**config.mk**
```make
export PLATFORM = sky130hd
export DESIGN_NAME = mat_result_serializer
export DESIGN_NICKNAME = d
export VERILOG_FILES = /design/src/rtl/mat_result_serializer.sv
export SDC_FILE = /design/constraint.sdc
export NUM_CORES = 1
export LEC_CHECK = 0
export BUFFER_PORTS_ARGS = -buffer_cell sky130_fd_sc_hd__buf_2
export CORE_MARGIN = 2
export CORE_UTILIZATION = 64
export DETAILED_ROUTE_END_ITERATION = 8
export PLACE_DENSITY = 0.84
export SLEW_MARGIN = 15
export SYNTH_ARGS = -nofsm -noshare
export SYNTH_HDL_FRONTEND = slang
export SYNTH_SLANG_ARGS = --single-unit
export TNS_END_PERCENT = 20
```
**constraint.sdc**
```tcl
create_clock -name clk -period 17.1 [get_ports clk]
set_input_delay 2.565 -clock clk [delete_from_list [all_inputs] [get_ports clk]]
set_output_delay 2.565 -clock clk [all_outputs]
set_load 0.03 [all_outputs]
```
**src/rtl/mat_result_serializer.sv**
```systemverilog
// mat_result_serializer
// Buffers {w,x,y,z} result sets from the 2x2 matrix multiplier in a small FIFO
// and replays them as a valid/ready word stream (w, x, y, z order, last on z).
// The multiplier cannot be stalled, so a set that finds no room is dropped and
// the sticky overflow flag is raised.
module mat_result_serializer #(
   parameter int DEPTH = 4,
   parameter int DW    = 32
) (
   input  logic                         clk,
   input  logic                         reset_n,
   input  logic                         done,
   input  logic signed [DW-1:0]         w,
   input  logic signed [DW-1:0]         x,
   input  logic signed [DW-1:0]         y,
   input  logic signed [DW-1:0]         z,
   input  logic                         clr_ovf,
   output logic [DW-1:0]                out_data,
   output logic [1:0]                   out_idx,
   output logic                         out_last,
   output logic                         out_valid,
   input  logic                         out_ready,
   output logic [$clog2(DEPTH+1)-1:0]   level,
   output logic                         full,
   output logic                         overflow
);

   localparam int LW = $clog2(DEPTH + 1);
   localparam int PW = (DEPTH > 1) ? $clog2(DEPTH) : 1;

   // Read FSM encoding: state minus one is the element index being sent.
   localparam logic [2:0] IDLE   = 3'd0;
   localparam logic [2:0] SEND_W = 3'd1;
   localparam logic [2:0] SEND_X = 3'd2;
   localparam logic [2:0] SEND_Y = 3'd3;
   localparam logic [2:0] SEND_Z = 3'd4;

   // Each entry holds a whole set; element e lives at bits [e*DW +: DW].
   logic [4*DW-1:0] mem_q [DEPTH];

   logic [2:0]      state_q, state_d;
   logic [PW-1:0]   head_q, head_d;
   logic [PW-1:0]   tail_q, tail_d;
   logic [LW-1:0]   level_q, level_d;
   logic            overflow_q, overflow_d;
   logic [DW-1:0]   out_data_q, out_data_d;

   logic            sending;
   logic            hs;
   logic            pop;
   logic            push;
   logic            drop;
   logic [4*DW-1:0] in_set;
   logic [4*DW-1:0] head_set;
   logic [LW-1:0]   remain;
   logic [1:0]      elem_d;

   assign sending = (state_q != IDLE);
   assign hs      = sending && out_ready;
   assign pop     = hs && (state_q == SEND_Z);
   // A full FIFO can still take a set when the head leaves on the same edge.
   assign push    = done && ((level_q < LW'(DEPTH)) || pop);
   assign drop    = done && !push;
   assign in_set  = {z, y, x, w};

   // Next-state, pointer, level and output-word computation.
   always_comb begin
      state_d    = state_q;
      head_d     = head_q + PW'(pop);
      tail_d     = tail_q + PW'(push);
      level_d    = level_q + LW'(push) - LW'(pop);
      overflow_d = drop ? 1'b1 : (clr_ovf ? 1'b0 : overflow_q);
      remain     = level_q - LW'(pop);
      // When nothing else is left after this edge's pop, the new head is the
      // set arriving right now, which is not yet in storage.
      head_set   = (remain == '0) ? in_set : mem_q[head_d];

      case (state_q)
         IDLE:    if (push) state_d = SEND_W;
         SEND_W:  if (hs) state_d = SEND_X;
         SEND_X:  if (hs) state_d = SEND_Y;
         SEND_Y:  if (hs) state_d = SEND_Z;
         SEND_Z:  if (hs) state_d = (level_d != '0) ? SEND_W : IDLE;
         default: state_d = IDLE;
      endcase

      elem_d = 2'(state_d - 3'd1);
      if (state_d == IDLE) begin
         out_data_d = '0;
      end else if (state_d != state_q) begin
         out_data_d = head_set[elem_d*DW +: DW];
      end else begin
         out_data_d = out_data_q;
      end
   end

   // Set storage; reset only clears the pointers, so stale contents are unreachable.
   always_ff @(posedge clk) begin
      if (push) mem_q[tail_q] <= in_set;
   end

   // Control and output registers with asynchronous clear.
   always_ff @(posedge clk or negedge reset_n) begin
      if (!reset_n) begin
         state_q    <= IDLE;
         head_q     <= '0;
         tail_q     <= '0;
         level_q    <= '0;
         overflow_q <= 1'b0;
         out_data_q <= '0;
      end else begin
         state_q    <= state_d;
         head_q     <= head_d;
         tail_q     <= tail_d;
         level_q    <= level_d;
         overflow_q <= overflow_d;
         out_data_q <= out_data_d;
      end
   end

   assign out_data  = out_data_q;
   assign out_valid = sending;
   assign out_last  = (state_q == SEND_Z);
   assign out_idx   = sending ? 2'(state_q - 3'd1) : 2'd0;
   assign level     = level_q;
   assign full      = (level_q == LW'(DEPTH));
   assign overflow  = overflow_q;

endmodule

```
======== Word-level counts from Yosys, hierarchy flattened ========
Memory sizes are Yosys's and may differ from the RTL's.
Cells that the tools add are included.
word-level totals
  flip-flop bits (word level) ............. 43
  bits in writable memories ............... 512
  output and inout port bits .............. 41
  logic and storage cells ................. 50
  memories kept ........................... 1
memory list
  memory  words  width  rd ports  clocked after Yosys merged registers in  wr ports  line  RTL
  mem_q   4      128    1         0                                        1         39    logic [4*DW-1:0] mem_q [DEPTH];
cells by class
  add/subtract/negate cells ............... 7
  $lt $le $gt $ge ......................... 1
  equal/unequal tests ..................... 6
  shift operators ......................... 1
  mux-type cells .......................... 15
  reduce and logical (&&, ||, !) cells .... 13
operators by type and width
  cell                                                                number
  128-bit 2-to-1 mux                                                  1
  128-bit by 8-bit variable part select with 32-bit output            1
  32-bit 2-to-1 mux                                                   2
  3-bit 2-to-1 mux                                                    5
  3-bit one-hot mux with 5 select lines                               1
  3-bit logical NOT                                                   3
  3-bit by 2-bit == test with 1-bit output, second input constant     2
  3-bit == test, second input constant                                2
  3-bit nonzero test                                                  2
  3-bit by 1-bit subtractor with 3-bit output                         2
  1-bit 2-to-1 mux                                                    5
  2-bit by 1-bit adder with 2-bit output                              2
  1-bit logical AND                                                   4
  2-bit nonzero test                                                  2
  2-bit by 1-bit subtractor with 2-bit output, second input constant  2
  3-bit by 1-bit adder with 3-bit output                              1
  3-bit by 1-bit == test with 1-bit output, second input constant     1
  3-bit less-than comparator, second input constant                   1
  3-bit inequality test                                               1
  2-bit 2-to-1 mux                                                    1
  1-bit logical NOT                                                   1
  1-bit logical OR                                                    1

======== Logic depth before layout (Yosys ltp) ========
  depth after elaboration ................. 15
  mapped depth ............................ 22
  mapped depth without buffers ............ 18

======== Worst setup path after synthesis ========
Ideal clock, no wire load.
  kind .................................... input port to flip-flop
  start ................................... in out_ready
  end ..................................... mem mem_q[1][0] (netlist bit) (enable)
  arrival time ............................ 12.204 ns
  required time ........................... 16.302 ns
  slack ................................... 4.098 ns
  stages .................................. 4
  path buffers ............................ 0
  path through ............................ nand2_1 nand2_1 nand2_1 nor3b_1
on the way
  cells in the longest elaborated chain, start to end .. 6
RTL lines
  what                                    line  RTL
  start: declaration                      22    input logic out_ready,
  1-bit logical AND                       59    assign hs = sending && out_ready;
  1-bit logical AND                       60    assign pop = hs && (state_q == SEND_Z);
  1-bit logical OR                        62    assign push = done && ((level_q < LW'(DEPTH)) || pop);
  1-bit logical AND                       62
  1-bit 2-to-1 mux                        99    if (push) mem_q[tail_q] <= in_set;
  1-bit 2-to-1 mux (implied by the code)  99
  end: declaration                        39
Every way passes these cells.

======== Worst setup path in the final report ========
  start ................................... in out_ready
  end ..................................... reg out_data_q[23] (netlist: out_data[23])
on the way
  cells in the longest elaborated chain, start to end .. 14
RTL lines
  what                                                      line  RTL
  1-bit logical AND *                                       59
  1-bit logical AND *                                       60
  1-bit logical OR                                          62
  1-bit logical AND                                         62
  3-bit by 1-bit adder with 3-bit output                    71    level_d = level_q + LW'(push) - LW'(pop);
  3-bit by 1-bit subtractor with 3-bit output *             71
  named net level_d[2]                                      44    logic [LW-1:0] level_q, level_d;
  3-bit nonzero test *                                      83    SEND_Z: if (hs) state_d = (level_d != '0) ? SEND_W : IDLE;
  1-bit 2-to-1 mux *                                        83
  3-bit 2-to-1 mux *                                        83
  3-bit one-hot mux with 5 select lines *                   78    case (state_q)
  2-bit by 1-bit subtractor with 2-bit output               87    elem_d = 2'(state_d - 3'd1);
  128-bit by 8-bit variable part select with 32-bit output  91    out_data_d = head_set[elem_d*DW +: DW];
  32-bit 2-to-1 mux                                         90    end else if (state_d != state_q) begin
  32-bit 2-to-1 mux                                         88    if (state_d == IDLE) begin
  end signal: assignment                                    117   out_data_q <= out_data_d;
  end: declaration                                          46    logic [DW-1:0] out_data_q, out_data_d;
The timed path passes the listed nets; every way through them passes the cells marked *. The select of a mux whose other input is x is not followed.
A chain may end at the register's enable or synchronous reset.

==> impl_summary.log <==
[metrics] result of the run: complete, no violations
[metrics] Post-synth EDFFs: 512
[metrics] starting DRC count in detailed routing: 1,813
[metrics] total net switching power: 1.57 mW
[metrics] Power Density: 181 nW/um2
[metrics] Starting Density: 65.0%
[metrics] final critical delay including setup and external delays: 6360 ps
[metrics] Die Y: 191 um
[metrics] total cell area at the placement stage: 23,700 um2
[metrics] Layout fillers: 1,974
[metrics] fraction of layout instances using a drive strength above 1: 27.9%
[metrics] length in cells of the worst reg-to-reg path: 15
[metrics] area overhead of the layout relative to synthesis: 13.4%
[metrics] largest buffer count on any clock path: 3
[metrics] total leakage power: 8.79 nW
[metrics] Reg2Reg Capture Point: out_data[23]$_DFFE_PN0P_
[metrics] hold path depth: 1
[metrics] Routability Congestion: 0.819
[metrics] CP delay by family, top: compound AO/OA/AOI/OAI gates
[metrics] max-cap violation count: 0
[metrics] fraction of the yosys area taken by sequential cells: 73.5%
[metrics] worst clock skew on the final layout: 15.4 ps
[metrics] worst stage delay on the critical path: 1100 ps
[metrics] number of unique standard cell types used by synthesis: 39
[metrics] Syn Std Cell Area: 22,400 um2
[metrics] total of flip-flops plus latches after synthesis: 555
[metrics] kind of capture point of the worst setup path: register
[metrics] Post-Place Cells: 1,811
[metrics] via count of the first global-routing pass: 12,500
[metrics] wire length of the first global-routing pass: 77,000 um
[metrics] final cycle utilization of the critical path: 37.2%
[metrics] hold path endpoint: out_data[28]$_DFFE_PN0P_
[metrics] Synth area leader: sky130_fd_sc_hd__edfxtp_1
[metrics] maximum vdd drop: 0.124 mV
[metrics] sinks on the clock net: 555
[metrics] clock power share: 24.3%
[metrics] routed wire length per instance: 26.8 um
[metrics] Setup Viol. Count Final: 0
[metrics] die outline area: 36,500 um2
[metrics] slew at the pin closest to its max-slew limit: 1210 ps
[metrics] number of antenna violations at the first check in global routing: 17
[metrics] combinational group share of total power: 36.3%
[metrics] cell count after synthesis: 1,247
[metrics] part of the power in registers: 39.4%
[metrics] count of hold-fix buffers inserted at cts: 0
[metrics] iteration count of the initial detailed-routing pass: 5
[metrics] Worst Setup Path Type: in2reg
[metrics] sum of net half-perimeters after detailed placement: 30,100 um
[metrics] Final Cell Area: 25,400 um2
[metrics] cell mode on critical path: sky130_fd_sc_hd__nand2_1
[metrics] switching portion of total power: 34.2%
[metrics] final hold violation count: 0
[metrics] critical-path cell with the highest stage delay: sky130_fd_sc_hd__a32o_1
[metrics] Hold Path Class: reg2reg
[metrics] width of the chip: 191 um
[metrics] post-synth top area share: 68.7%
[metrics] most instantiated flip-flop cell in the synthesis netlist: sky130_fd_sc_hd__edfxtp_1
[metrics] data required time of the worst path: 17,600 ps
[metrics] count of non-filler cells in the finished layout: 1,926
[metrics] input/output buffers: 173
[metrics] clock tree from TritonCTS: done
[metrics] Startpoint Class: input pin
[metrics] Final Max Tran Viols: 0
[metrics] Data arrival, critical path: 6860 ps
[metrics] remaining antenna violation count: 0
[metrics] pin count of the biggest net entering global routing: 130
[metrics] internal power contribution: 3.02 mW
[metrics] number of buffers and inverters on the critical path: 3
[metrics] synth top area cells: sky130_fd_sc_hd__edfxtp_1 (69%), sky130_fd_sc_hd__mux4_2 (13%), sky130_fd_sc_hd__dfrtp_1 (4.8%)
[metrics] Worst R2R Setup Slack: 11,890 ps
[metrics] hold wc startpoint: out_data[28]$_DFFE_PN0P_
[metrics] Resized cells post-CTS: 0
[metrics] GRT Resource Usage Total: 28.6%
[metrics] RSZ-0062 raised after global routing: no
[metrics] max frequency: 0.157 GHz
[metrics] Setup Fix Bufs, Post-CTS: 0
[metrics] yosys synthesis warning count: 0
[metrics] H-tree Lvls: 2
[metrics] clock transition time at the flip-flop clock pins of the worst setup and hold paths: 70 ps
[metrics] fraction of registers with async set or reset after synthesis: 7.75%
[metrics] total CTS buffers: 52
[metrics] launch point of the worst reg-to-reg path: state_q[2]$_DFF_PN0_
[metrics] total overflow reported by the global router: 0
[metrics] synthesized area per cell: 18.0 um2
[metrics] cell row count: 68
[metrics] final cell utilization of the core: 73.6%
[metrics] top fanout value on the critical path: 72
[metrics] worst slew slack as a fraction of its limit: 19.6%
[metrics] core area: 34,500 um2
[metrics] final net count: 1,550
[metrics] total negative setup slack: 0 ps
[metrics] clock tree root driver cell: sky130_fd_sc_hd__clkbuf_16
[metrics] series of cell instances along the critical path: buf_2, nand2_1, nand2_1, nand2_1, ha_1, inv_1, ha_1, fa_1, xnor3_1, nor3_4, o22ai_4, buf_4, a32o_1, and3_1, a221o_1
[metrics] DRC viols: 0
[metrics] number of ports placed on the die boundary: 174
[metrics] Routed WL: 51,600 um
[metrics] Vias: 12,700
[metrics] net count after synthesis: 1,387
[metrics] vias per cell: 6.62
[metrics] clock latency on the worst-skew pair: 580 ps
logic make-up after synthesis:
| logic type | after synthesis | synth area share (%) |
|---|---|---|
| buffers and inverters | 95 | 1.93 |
| multiplexers | 128 | 12.9 |
| AND/OR/NAND/NOR | 288 | 5.46 |
| XOR/XNOR | 5 | 0.257 |
| flip-flops | 555 | 73.5 |
| AO/OA/AOI/OAI | 169 | 5.56 |
| adder cells (fa/ha/maj) | 7 | 0.425 |
metrics by stage:
stage          setup WS (ps)  power, mW  hold slack, ps
4_1_cts                10830       4.58             511
3_3_place_gp           10480       3.42             494
5_1_grt                10560       4.77             535
6_report               10740       4.59             513
2_1_floorplan           4100       3.04             487
3_5_place_dp           10290       3.46             493
cells in the mapped netlist (3+ instances only):
master                     count
sky130_fd_sc_hd__a21oi_1      31
sky130_fd_sc_hd__a221o_1      31
sky130_fd_sc_hd__a32oi_1      31
sky130_fd_sc_hd__and3_1       34
sky130_fd_sc_hd__buf_1         4
sky130_fd_sc_hd__buf_2        30
sky130_fd_sc_hd__buf_6         5
sky130_fd_sc_hd__clkbuf_1     43
sky130_fd_sc_hd__dfrtp_1      43
sky130_fd_sc_hd__edfxtp_1    512
sky130_fd_sc_hd__ha_1          6
sky130_fd_sc_hd__inv_1        13
sky130_fd_sc_hd__mux4_2      128
sky130_fd_sc_hd__nand2_1     105
sky130_fd_sc_hd__nand3_1       4
sky130_fd_sc_hd__nor2_1      132
sky130_fd_sc_hd__o21ai_0      36
sky130_fd_sc_hd__o21bai_1     31
sky130_fd_sc_hd__xor2_1        3
cells in the final DEF (no fill, tap or decap), drive strengths merged, types with 2 or more instances in the layout:
master / netlist / layout
a21oi: 31 / 31
a221o: 31 / 31
a32o: 2 / 2
a32oi: 31 / 31
and3: 34 / 34
buf: 39 / 191
clkbuf: 43 / 82
clkinv: 0 / 12
dfrtp: 43 / 43
diode: 0 / 19
edfxtp: 512 / 512
ha: 6 / 6
inv: 13 / 13
mux4: 128 / 128
nand2: 105 / 105
nand2b: 2 / 2
nand3: 4 / 4
nor2: 132 / 132
nor3: 3 / 3
nor3b: 3 / 3
o211ai: 2 / 2
o21ai: 36 / 36
o21bai: 31 / 31
o22ai: 2 / 2
xor2: 3 / 3
power by group through the flow:
| stage | Combinational (mW) | Clock (mW) | Sequential [mW] |
|---|---|---|---|
| after floorplan | 1.14 | 0 | 1.90 |
| after global routing | 1.77 | 1.17 | 1.82 |
| after CTS | 1.65 | 1.12 | 1.80 |
| final | 1.66 | 1.12 | 1.81 |
| after global placement | 1.60 | 0 | 1.82 |
| after detailed placement | 1.63 | 0 | 1.83 |
sequential cells by signal (all words and copies together) (netlist names):
signal    count
head_q        2
level         3
mem_q       512
out_data     32
overflow      1
state_q       3
tail_q        2
routing by layer:
layer  GRT usage (%)  vias up  share of wire, %
met1            43.5     6469                39
met4            11.9       12               4.2
li1                -     5322                 -
met5               0        -              0.13
met3            6.65      125                11
met2            40.7      819                46
worst max-delay path by stage:
stage                     cells past startpoint      start                        to  slack [ps]
after detailed placement                     15  out_ready  out_data[19]$_DFFE_PN0P_       10290
after global placement                       15  out_ready   out_data[8]$_DFFE_PN0P_       10480
final                                        15  out_ready  out_data[23]$_DFFE_PN0P_       10740
after floorplan                               4  out_ready     mem_q[1][0]$_DFFE_PP_        4100
after CTS                                    15  out_ready   out_data[4]$_DFFE_PN0P_       10830
after global routing                         15  out_ready   out_data[4]$_DFFE_PN0P_       10560
layout make-up:
class                           instances  area [um2]  share of cell area, %
Sequential cell                       555       16500                   64.8
Multi-Input combinational cell        597        5580                   22.0
Clock buffer                           82        1570                   6.17
Timing Repair Buffer                  191        1010                   3.99
Tap cell                              455         569                   2.24
Clock inverter                         14        96.3                  0.380
Inverter                               13        48.8                  0.192
Antenna cell                           19        47.5                  0.187
Note: power is estimated with default switching activity, not from simulation.
